--- src/rtl/multikey_debounce.sv ---
// N-channel active-low key debouncer: 2-FF synchroniser, stability filter, press/release pulses,
// long-press hold flag. Define KEY_AUTOREPEAT_EN to enable auto-repeat pulses on key_repeat.
module multikey_debounce #(
   parameter int unsigned NKEYS        = 4,
   parameter int unsigned STABLE_CNT   = 2,
   parameter int unsigned HOLD_TICKS   = 40,
   parameter int unsigned REPEAT_TICKS = 8
) (
   input  logic             sample_clk,
   input  logic             Reset_N,
   input  logic [NKEYS-1:0] keyin,
   output logic [NKEYS-1:0] keyout,
   output logic [NKEYS-1:0] key_press,
   output logic [NKEYS-1:0] key_release,
   output logic [NKEYS-1:0] key_hold,
   output logic [NKEYS-1:0] key_repeat
);

   localparam int unsigned SW = $clog2(STABLE_CNT + 1);
   localparam int unsigned HW = $clog2(HOLD_TICKS + 1);
   localparam logic [SW-1:0] SC_LAST  = SW'(STABLE_CNT - 1);
   localparam logic [HW-1:0] HOLD_MAX = HW'(HOLD_TICKS);

   // Elaboration-time guard: every count parameter must be at least 1.
   if (STABLE_CNT < 1 || HOLD_TICKS < 1 || REPEAT_TICKS < 1) begin : g_bad_params
      $error("multikey_debounce: STABLE_CNT, HOLD_TICKS and REPEAT_TICKS must be >= 1");
   end

`ifdef KEY_AUTOREPEAT_EN
   localparam int unsigned RW = (REPEAT_TICKS > 1) ? $clog2(REPEAT_TICKS) : 1;
   localparam logic [RW-1:0] R_LAST = RW'(REPEAT_TICKS - 1);
`endif

   for (genvar gi = 0; gi < NKEYS; gi++) begin : g_chan
      logic          s1_q, s2_q;
      logic          keyout_q, keyout_d;
      logic          press_q, press_d;
      logic          release_q, release_d;
      logic          hold_q, hold_d;
      logic [SW-1:0] scnt_q, scnt_d;
      logic [HW-1:0] hcnt_q, hcnt_d;

      always_comb begin
         keyout_d  = keyout_q;
         scnt_d    = '0;
         press_d   = 1'b0;
         release_d = 1'b0;
         // Any sample equal to the current level restarts the count.
         if (s2_q != keyout_q) begin
            if (scnt_q == SC_LAST) begin
               keyout_d  = s2_q;
               press_d   = ~s2_q;
               release_d = s2_q;
            end else begin
               scnt_d = scnt_q + SW'(1);
            end
         end

         if (keyout_q)
            hcnt_d = '0;
         else if (hcnt_q == HOLD_MAX)
            hcnt_d = hcnt_q;
         else
            hcnt_d = hcnt_q + HW'(1);
         // Look at the next count so the flag rises HOLD_TICKS edges after the press.
         hold_d = (hcnt_d == HOLD_MAX);
      end

      always_ff @(posedge sample_clk or negedge Reset_N) begin
         if (!Reset_N) begin
            s1_q      <= 1'b1;
            s2_q      <= 1'b1;
            keyout_q  <= 1'b1;
            scnt_q    <= '0;
            press_q   <= 1'b0;
            release_q <= 1'b0;
            hcnt_q    <= '0;
            hold_q    <= 1'b0;
         end else begin
            s1_q      <= keyin[gi];
            s2_q      <= s1_q;
            keyout_q  <= keyout_d;
            scnt_q    <= scnt_d;
            press_q   <= press_d;
            release_q <= release_d;
            hcnt_q    <= hcnt_d;
            hold_q    <= hold_d;
         end
      end

      assign keyout[gi]      = keyout_q;
      assign key_press[gi]   = press_q;
      assign key_release[gi] = release_q;
      assign key_hold[gi]    = hold_q;

`ifdef KEY_AUTOREPEAT_EN
      logic          repeat_q, repeat_d;
      logic [RW-1:0] rcnt_q, rcnt_d;

      always_comb begin
         rcnt_d   = '0;
         repeat_d = 1'b0;
         // First pulse on the hold rising edge, then one per REPEAT_TICKS edges.
         if (hold_d) begin
            if (!hold_q || rcnt_q == R_LAST)
               repeat_d = 1'b1;
            else
               rcnt_d = rcnt_q + RW'(1);
         end
      end

      always_ff @(posedge sample_clk or negedge Reset_N) begin
         if (!Reset_N) begin
            rcnt_q   <= '0;
            repeat_q <= 1'b0;
         end else begin
            rcnt_q   <= rcnt_d;
            repeat_q <= repeat_d;
         end
      end

      assign key_repeat[gi] = repeat_q;
`else
      assign key_repeat[gi] = 1'b0;
`endif
   end

endmodule
--- config.mk ---
export PLATFORM = sky130hd
export DESIGN_NAME = multikey_debounce
export DESIGN_NICKNAME = d
export VERILOG_FILES = /design/src/rtl/multikey_debounce.sv
export SDC_FILE = /design/constraint.sdc
export NUM_CORES = 1
export LEC_CHECK = 0
export ABC_CLOCK_PERIOD_IN_PS = 1500
export CELL_PAD_IN_SITES_DETAIL_PLACEMENT = 2
export CELL_PAD_IN_SITES_GLOBAL_PLACEMENT = 2
export CORE_UTILIZATION = 34
export CTS_CLUSTER_DIAMETER = 80
export DETAILED_ROUTE_END_ITERATION = 16
export GPL_ROUTABILITY_DRIVEN = 1
export HOLD_SLACK_MARGIN = 0.12
export PLACE_DENSITY = 0.85
export SETUP_SLACK_MARGIN = 0.2
export SLEW_MARGIN = 5
export SYNTH_ARGS = -nofsm -noshare
export SYNTH_HDL_FRONTEND = slang
export SYNTH_SLANG_ARGS = --single-unit
--- constraint.sdc ---
create_clock -name sample_clk -period 1.5 [get_ports sample_clk]
set_input_delay 0.3 -clock sample_clk [delete_from_list [all_inputs] [get_ports sample_clk]]
set_output_delay 0.3 -clock sample_clk [all_outputs]
set_load 0.01 [all_outputs]
## After elaboration in Yosys (flattened, before gate mapping)

Cells that the tools add are included.

- Bits in registers: 56
- Input bits: 6
- Output and inout bits: 20
- Logic and storage cells: 96

- $add $sub $neg: 8
- Eq/ne operators: 16
- Mux-type cells: 32
- Bitwise gates (word level): 4
- Reductions and logical operators: 4

Operators by type and width:

| kind | number |
|---|---|
| == test 6 bit (second input constant) | 8 |
| 2-to-1 mux 6 bit | 8 |
| adder 6 x 1 -> 6 bit (second input constant) | 4 |
| 2-to-1 mux 1 bit | 16 |
| 2-to-1 mux 2 bit | 8 |
| adder 2 x 1 -> 2 bit (second input constant) | 4 |
| == test 2 x 1 -> 1 bit (second input constant) | 4 |
| AND reduction 2 bit | 4 |
| inequality test 1 bit | 4 |
| inverter 1 bit | 4 |

## Depth between registers and ports, before layout

Gate-level depths: netlist (run 1).

- Depth in word-level cells: 4
- Depth in mapped cells: 6

## Worst setup path before layout (run 1)

OpenSTA, ideal clock, no wires.

- Path type: register to register
- Start: reg g_chan[0].hcnt_q[0]
- End: reg g_chan[0].hold_q
- Library setup time: 0.095 ns
- Arrival time: 1.462 ns
- Required time: 1.405 ns
- Slack: -0.057 ns
- Stages on the path, launching flop included: 7
- Period minus slack after synthesis: 1.557 ns
- Path through: dfrtp_1 -> inv_1 -> ha_1 -> nand4b_1 -> nor2_1 -> mux2_4 -> nor4b_2

- Cells in the longest elaborated chain, start to end: 4
- Elaborated cells on any way between the ends: 5

Ends and longest elaborated chain:

| element | RTL line | text |
|---|---|---|
| start, declared | 41 | `logic [HW-1:0] hcnt_q, hcnt_d;` |
| start signal, assigned | 86 | `hcnt_q <= hcnt_d;` |
| adder 6 x 1 -> 6 bit or == test 6 bit (tied branches) | 64, 61 |  |
| 2-to-1 mux 6 bit (*) | 61 | `else if (hcnt_q == HOLD_MAX)` |
| 2-to-1 mux 6 bit (*) | 59 | `if (keyout_q)` |
| == test 6 bit (*) | 66 | `hold_d = (hcnt_d == HOLD_MAX);` |
| named net g_chan[0].hold_d | 39 | `logic hold_q, hold_d;` |
| end signal, assigned | 87 | `hold_q <= hold_d;` |
| end, declared | 39 |  |

The timed path passes the listed nets; every way through them passes the cells marked *.
A chain may end at the register's enable or synchronous reset.

## Final worst setup path (run 1)

- Start: reg g_chan[1].hcnt_q[0]
- End: reg g_chan[1].hold_q

- Cells in the longest elaborated chain, start to end: 4
- Elaborated cells on any way between the ends: 5

Ends and longest elaborated chain:

| element | RTL line |
|---|---|
| start, declared | 41 |
| start signal, assigned | 86 |
| adder 6 x 1 -> 6 bit or == test 6 bit (tied branches) | 64, 61 |
| 2-to-1 mux 6 bit (*) | 61 |
| 2-to-1 mux 6 bit (*) | 59 |
| == test 6 bit (*) | 66 |
| named net g_chan[1].hold_d | 39 |
| end signal, assigned | 87 |
| end, declared | 39 |

Marks and branches as above.

==> results of run 1 <==
[worst reg2reg max path: stages, from the launching register on]
cell      delay [ns]
dfrtp_1         0.43
inv_2           0.11
ha_4            0.13
nand4b_1        0.12
nor2_2          0.17
mux2_4          0.33
nor4b_4         0.21
[area by class of cell]
type	count	area share
sequential	56	0.434
clock buffer	5	0.0210
tap	96	0.0367
multi-input combinational	132	0.347
timing repair buffer	51	0.144
clock inverter	3	0.00726
inverter	9	0.0103
[state kept, by name (all words and copies together), names as in the netlist]
register	flops
g_chan.s2_q	4
g_chan.hcnt_q	24
g_chan.keyout_q	4
g_chan.s1_q	4
g_chan.release_q	4
g_chan.hold_q	4
g_chan.scnt_q	8
g_chan.press_q	4
[layer usage]
metal / global-route usage / vias up / wire, µm
li1: - / 745 / -
met1: 0.184 / 834 / 2420
met2: 0.300 / 24 / 3260
met3: 0.0358 / 12 / 130
met4: 0.0864 / 0 / 152
met5: 0 / - / 0
[worst max path at each step]
stage,endpoint,startpoint,slack (ns)
2_1_floorplan,g_chan[0].hold_q,g_chan[0].hcnt_q[0],0.02
5_1_grt,g_chan[1].hold_q,g_chan[1].hcnt_q[0],-0.18
6_report,g_chan[1].hold_q,g_chan[1].hcnt_q[0],-0.09
3_3_place_gp,g_chan[0].hold_q,g_chan[0].hcnt_q[0],0.03
4_1_cts,g_chan[1].hold_q,g_chan[1].hcnt_q[0],-0.01
3_5_place_dp,g_chan[1].hold_q,g_chan[1].hcnt_q[0],-0.08
[metrics by stage]
step	power, mW	hold slack, ns
finish	5.10	0.362
CTS	4.87	0.364
global placement	3.54	0.316
floorplan	3.17	0.00441
detailed placement	3.69	0.326
global route	5.42	0.359
[cells in the final DEF, fill, tap and decap left out, types with 2 or more instances in the layout]
cell type and instances:
clkbuf_8 5, dlygate4sd2_1 7, conb_1 4, clkinvlp_4 2, mux2_2 4, nor3_2 3, and2_1 4, nor2_1 24
and3_1 2, mux2_4 3, xor2_2 4, dfstp_2 12, inv_1 3, nand4b_1 3, ha_1 2, mux2i_1 2
inv_2 6, nor2b_1 4, dfrtp_2 3, nand2b_1 13, a21oi_1 4, nand3_2 2, xnor2_1 4, ha_4 5
nand3_1 6, clkdlybuf4s15_1 5, buf_6 12, xnor2_2 5, dfrtp_1 41, clkdlybuf4s50_1 4, nor4b_4 2, nor2_2 6
nand2_1 7, buf_4 20, xor2_1 5
[power groups by stage]
stage	Sequential, mW	Clock (mW)	Combinational [mW]
2_1_floorplan	2.07	0	1.10
3_3_place_gp	2.10	0	1.44
3_5_place_dp	2.14	0	1.55
6_report	2.16	0.854	2.09
4_1_cts	2.11	0.889	1.87
5_1_grt	2.21	0.917	2.30
[cell families after synthesis]
logic type / count (synthesis)
and+or+nand+nor: 84
DFF: 56
buffers and inverters: 33
muxes: 9
other: 1
AOI/OAI and AO/OA: 9
adders and majority gates: 8
xor gates and xnor gates: 18
[repair_timing]
| action | 4_1_cts | 5_1_grt |
|---|---|---|
| pin swaps | 12 | 14 |
| endpoints found under the hold margin | 44 | 0 |
| endpoints found under the setup margin | 24 | 27 |
| hold buffers | 1 | 0 |
| gates resized for setup | 54 | 31 |
| setup buffers | 17 | 3 |
==> impl_metrics.yaml, run 1 <==
clock_network:
  cts_tree: "built"
  path_clk_slew_ns: 0.10
  clkSinkCount: 56
  root_buffer: "clkbuf_8"
  cts_buffer_depth: 2
  clkLatencyLatePin_ns: 0.32
  htree_num_levels: 2
  cts_buffers: 5
cells_and_area:
  antenna_cells: 0
  fillers: 713
  drive_gt1_frac: 0.426
  final_cell_area_um2: 3270
  multi_input_area_um2: 1140
  final_cells: 352
  nets: 269
  area_growth_pct: 30.4
  utilization: 0.469
  seq_area_um2: 1420
floorplanning:
  row_count: 30
  die_width_um: 87.9
  core_area_um2: 6980
  fp.dieH_um: 87.9
  start_util: 0.360
  ios: 26
  die_area_um2: 7730
setup_path:
  crit_type: "flip-flop to flip-flop"
  max_stage_delay_ns: 0.43
  crit_chain: "inv_2 -> ha_4 -> nand4b_1 -> nor2_2 -> mux2_4 -> nor4b_4"
  required_ns: 1.73
  r2r_cells: 6
  cp_top_family: "simple AND/OR/NAND/NOR gates"
  crit_cells: 6
  path_buf_inv: 1
  startpoint_type: "flip-flop"
  r2r_end: "g_chan[1].hold_q"
  worstReg2RegStart: "g_chan[1].hcnt_q[0]"
  worst_setup_path_end_kind: "flip-flop"
  crit_arrival_ns: 1.81
  reg2reg_slack_ns: -0.09
  crit_fanout: 3
  slowest_stage: "dfrtp_1"
route:
  drtIter0Drc: 34
  firstDrtPassIters: 2
  vias: 1615
  avgRoutedWirePerCell_um: 16.9
  final_antenna_net_count: 0
  finalWirelength_mm: 5.96
  drc: 0
  vias_per_cell: 4.59
place:
  placed_area_um2: 2800
  dp_slack_ns: -0.0787
  gp_congestion: 0.756
  io_buffers: 21
  dp_cells: 323
  dp_hpwl_mm: 3.52
synthesis:
  synthMuxAreaShare: 0.0438
  synth_top_family_by_area: "simple AND/OR/NAND/NOR gates"
  yosysSeqAreaShare: 0.564
  synth_common_cells: "dfrtp_1 (44), nor2_1 (30), buf_4 (20)"
  synth_area_leaders: "dfrtp_1 (44%), dfstp_2 (13%), buf_4 (6.0%)"
  synthAdderAreaFrac: 0.0399
  yosys_warnings: 0
  yosysMostFrequentCell: "dfrtp_1"
  syn_area_um2: 2510
  syn_inst: 218
  yosysUniqueCellTypes: 33
  async_flop_share: 1.00
  syn-mean-instance-area_um2: 11.5
  synth_compound_area_frac: 0.0199
  synth_flop_cell: "dfrtp_1"
  synth_xor_area_frac: 0.0688
  synth-simple-area-share: 0.182
  synth_top_area_cell: "dfrtp_1"
  yosys_register_bits: 56
  synth-edff-count: 0
  yosys.area.top_type_share: 0.438
power:
  power_density_nw_per_um2: 1560
  clockPowerShare: 0.168
  ir_drop_v: 0.000426
  p_int_mw: 3.28
  p_comb_frac: 0.409
  power_frac_seq: 0.423
  p_sw_frac: 0.356
  p_sw_mw: 1.81
  p_leak_nw: 1.45
sta:
  grt_setup_unrepaired: "yes"
  fin_skew_ns: 0.00788
  fin_setup_tns_ns: -0.187
  setup_slack_ns: -0.0889
  timing.final.crit_share: 1.06
  fmax_ghz: 0.629
  setup_violations: 4
  slew_viol_final: 0
  period_needed_ns: 1.59
  finalHoldViolCount: 0
flow_run:
  maxCapViolations: 0
grt:
  antenna_found_initial: 0
  grt_pass1_vias: 1933
  grt_max_degree: 57
  gr-total-overflow: 0
  track_usage: 0.167
  grt_pass1_wl_mm: 9.59
status:
  status: "finished, violations left"
  violations: "negative setup slack"
hold_path:
  holdPathEnd: "g_chan[0].s2_q"
  hold_class: "flip-flop to flip-flop"
  hp-start: "g_chan[0].s1_q"
  hold_depth: 0
No activity file was read; power rests on OpenSTA's default activity.
==> run 2: changes to the inputs <==
ABC_CLOCK_PERIOD_IN_PS = 2050   (was 1500)
CORE_UTILIZATION = 40   (was 34)
PLACE_DENSITY = 0.93   (was 0.85)
clock period = 2.05 ns   (was 1.5 ns; I/O delays follow)
==> impl_metrics.yaml, run 2 (synthesis gave the netlist of run 1 again) <==
route:
  firstDrtPassIters: 2
  avgRoutedWirePerCell_um: 15.5
  vias_per_cell: 4.83
  vias: 1488
  drtIter0Drc: 28
  final_antenna_net_count: 0
  drc: 0
  finalWirelength_mm: 4.79
setup_path:
  max_stage_delay_ns: 0.56
  path_buf_inv: 1
  crit_arrival_ns: 1.41
  slowest_stage: "dfstp_2"
  startpoint: "g_chan[1].keyout_q"
  startpoint_type: "flip-flop"
  worstReg2RegStart: "g_chan[1].hcnt_q[0]"
  crit_chain: "clkdlybuf4s50_1"
  crit_type: "flip-flop to output port"
  worst_setup_path_end_kind: "output port"
  required_ns: 1.64
  reg2reg_slack_ns: 0.35
  crit_fanout: 2
  cp_top_family: "flip-flops"
clock_network:
  cts_buffers: 5
  path_clk_slew_ns: 0.10
  clkSinkCount: 56
  clkLatencyLatePin_ns: 0.31
  htree_num_levels: 2
  root_buffer: "clkbuf_8"
  cts_buffer_depth: 2
  cts_tree: "built"
cells_and_area:
  utilization: 0.473
  final_common_cell: "dfrtp_1"
  final_cell_mix: "dfrtp_1 (44), nor2_1 (28), clkdlybuf4s50_1 (19)"
  regMostFlops: "g_chan.hcnt_q"
  antenna_cells: 0
  area_growth_pct: 13.0
  nets: 246
  reg_top3: "g_chan.hcnt_q: 24 flops, g_chan.scnt_q: 8 flops"
  largest_reg_flops: 24
  drive_gt1_frac: 0.180
sta:
  timing.final.crit_share: 0.885
  grt_setup_unrepaired: "no"
  fin_setup_tns_ns: 0
  finalHoldViolCount: 0
  fin_skew_ns: 0.00650
  fmax_ghz: 0.551
  slew_viol_final: 0
  period_needed_ns: 1.82
  setup_violations: 0
hold_path:
  hp-start: "g_chan[2].s1_q"
  hold_class: "flip-flop to flip-flop"
grt:
  grt_pass1_wl_mm: 8.20
  antenna_found_initial: 0
  track_usage: 0.171
  grt_pass1_vias: 1703
  gr-total-overflow: 0
  grt_max_degree: 29
place:
  io_buffers: 21
  dp_hpwl_mm: 3.50
  gp_congestion: 0.785
floorplanning:
  ios: 26
  fp.dieH_um: 81.2
  die_width_um: 81.2
  die_area_um2: 6600
  start_util: 0.419
  row_count: 28
  core_area_um2: 5990
flow_run:
  maxCapViolations: 0
power:
  p_total_mw: 3.30
  p_leak_nw: 1.27
  power_density_nw_per_um2: 1160
  ir_drop_v: 0.000406
status:
  status: "completed"
run 2: layer usage:
metal / share of wire / wire, µm / GRT usage
met3: 0.022 / 104 / 0.0337
met5: 0 / 0 / 0
met4: 0.017 / 80 / 0.0696
met2: 0.52 / 2490 / 0.308
met1: 0.44 / 2110 / 0.196
run 2: path summary, 6_finish.rpt:
kind                            depth (start not counted)                   to
worst max-delay path                                    1            keyout[1]
worst min-delay path                                    0       g_chan[2].s2_q
worst max register to register                          6     g_chan[1].hold_q
worst min register to register                          0       g_chan[2].s2_q
max in group asynchronous                               3   g_chan[3].keyout_q
min in group asynchronous                               2  g_chan[1].scnt_q[1]
run 2: cell type report:
type | count | area (µm²)
inverters | 9 | 33.8
fillers | 606 | 3150
repair buffers | 28 | 275
well taps | 75 | 93.8
multi-input cells | 132 | 910
flip-flops and latches | 56 | 1420
clock inverters | 2 | 35.0
clock buffers | 6 | 72.6
run 2: power breakdown:
part | internal [mW] | switching [mW]
Combinational | 0.515 | 0.531
Clock | 0.363 | 0.352
Sequential | 1.36 | 0.184
Total | 2.23 | 1.07
run 2: repair_timing:
item / 4_1_cts / 5_1_grt
gates cloned: 0 / 0
buffers inserted: 4 / 0
gates resized for setup: 0 / 3
endpoints found under the setup margin: 4 / 3
hold endpoints to repair: 12 / 0
hold buffers: 1 / 0
run 2: per-stage QoR:
step / cells / hold slack [ns] / instance area [µm²] / setup WS [ns]
final: 308 / 0.361 / 2840 / 0.235
after global routing: 308 / 0.364 / 2840 / 0.202
after CTS: 308 / 0.363 / 2830 / 0.213
after detailed placement: 295 / 0.348 / 2680 / 0.283
after global placement: 295 / 0.348 / 2680 / 0.434
after floorplan: 221 / 0.114 / 2520 / 0.493
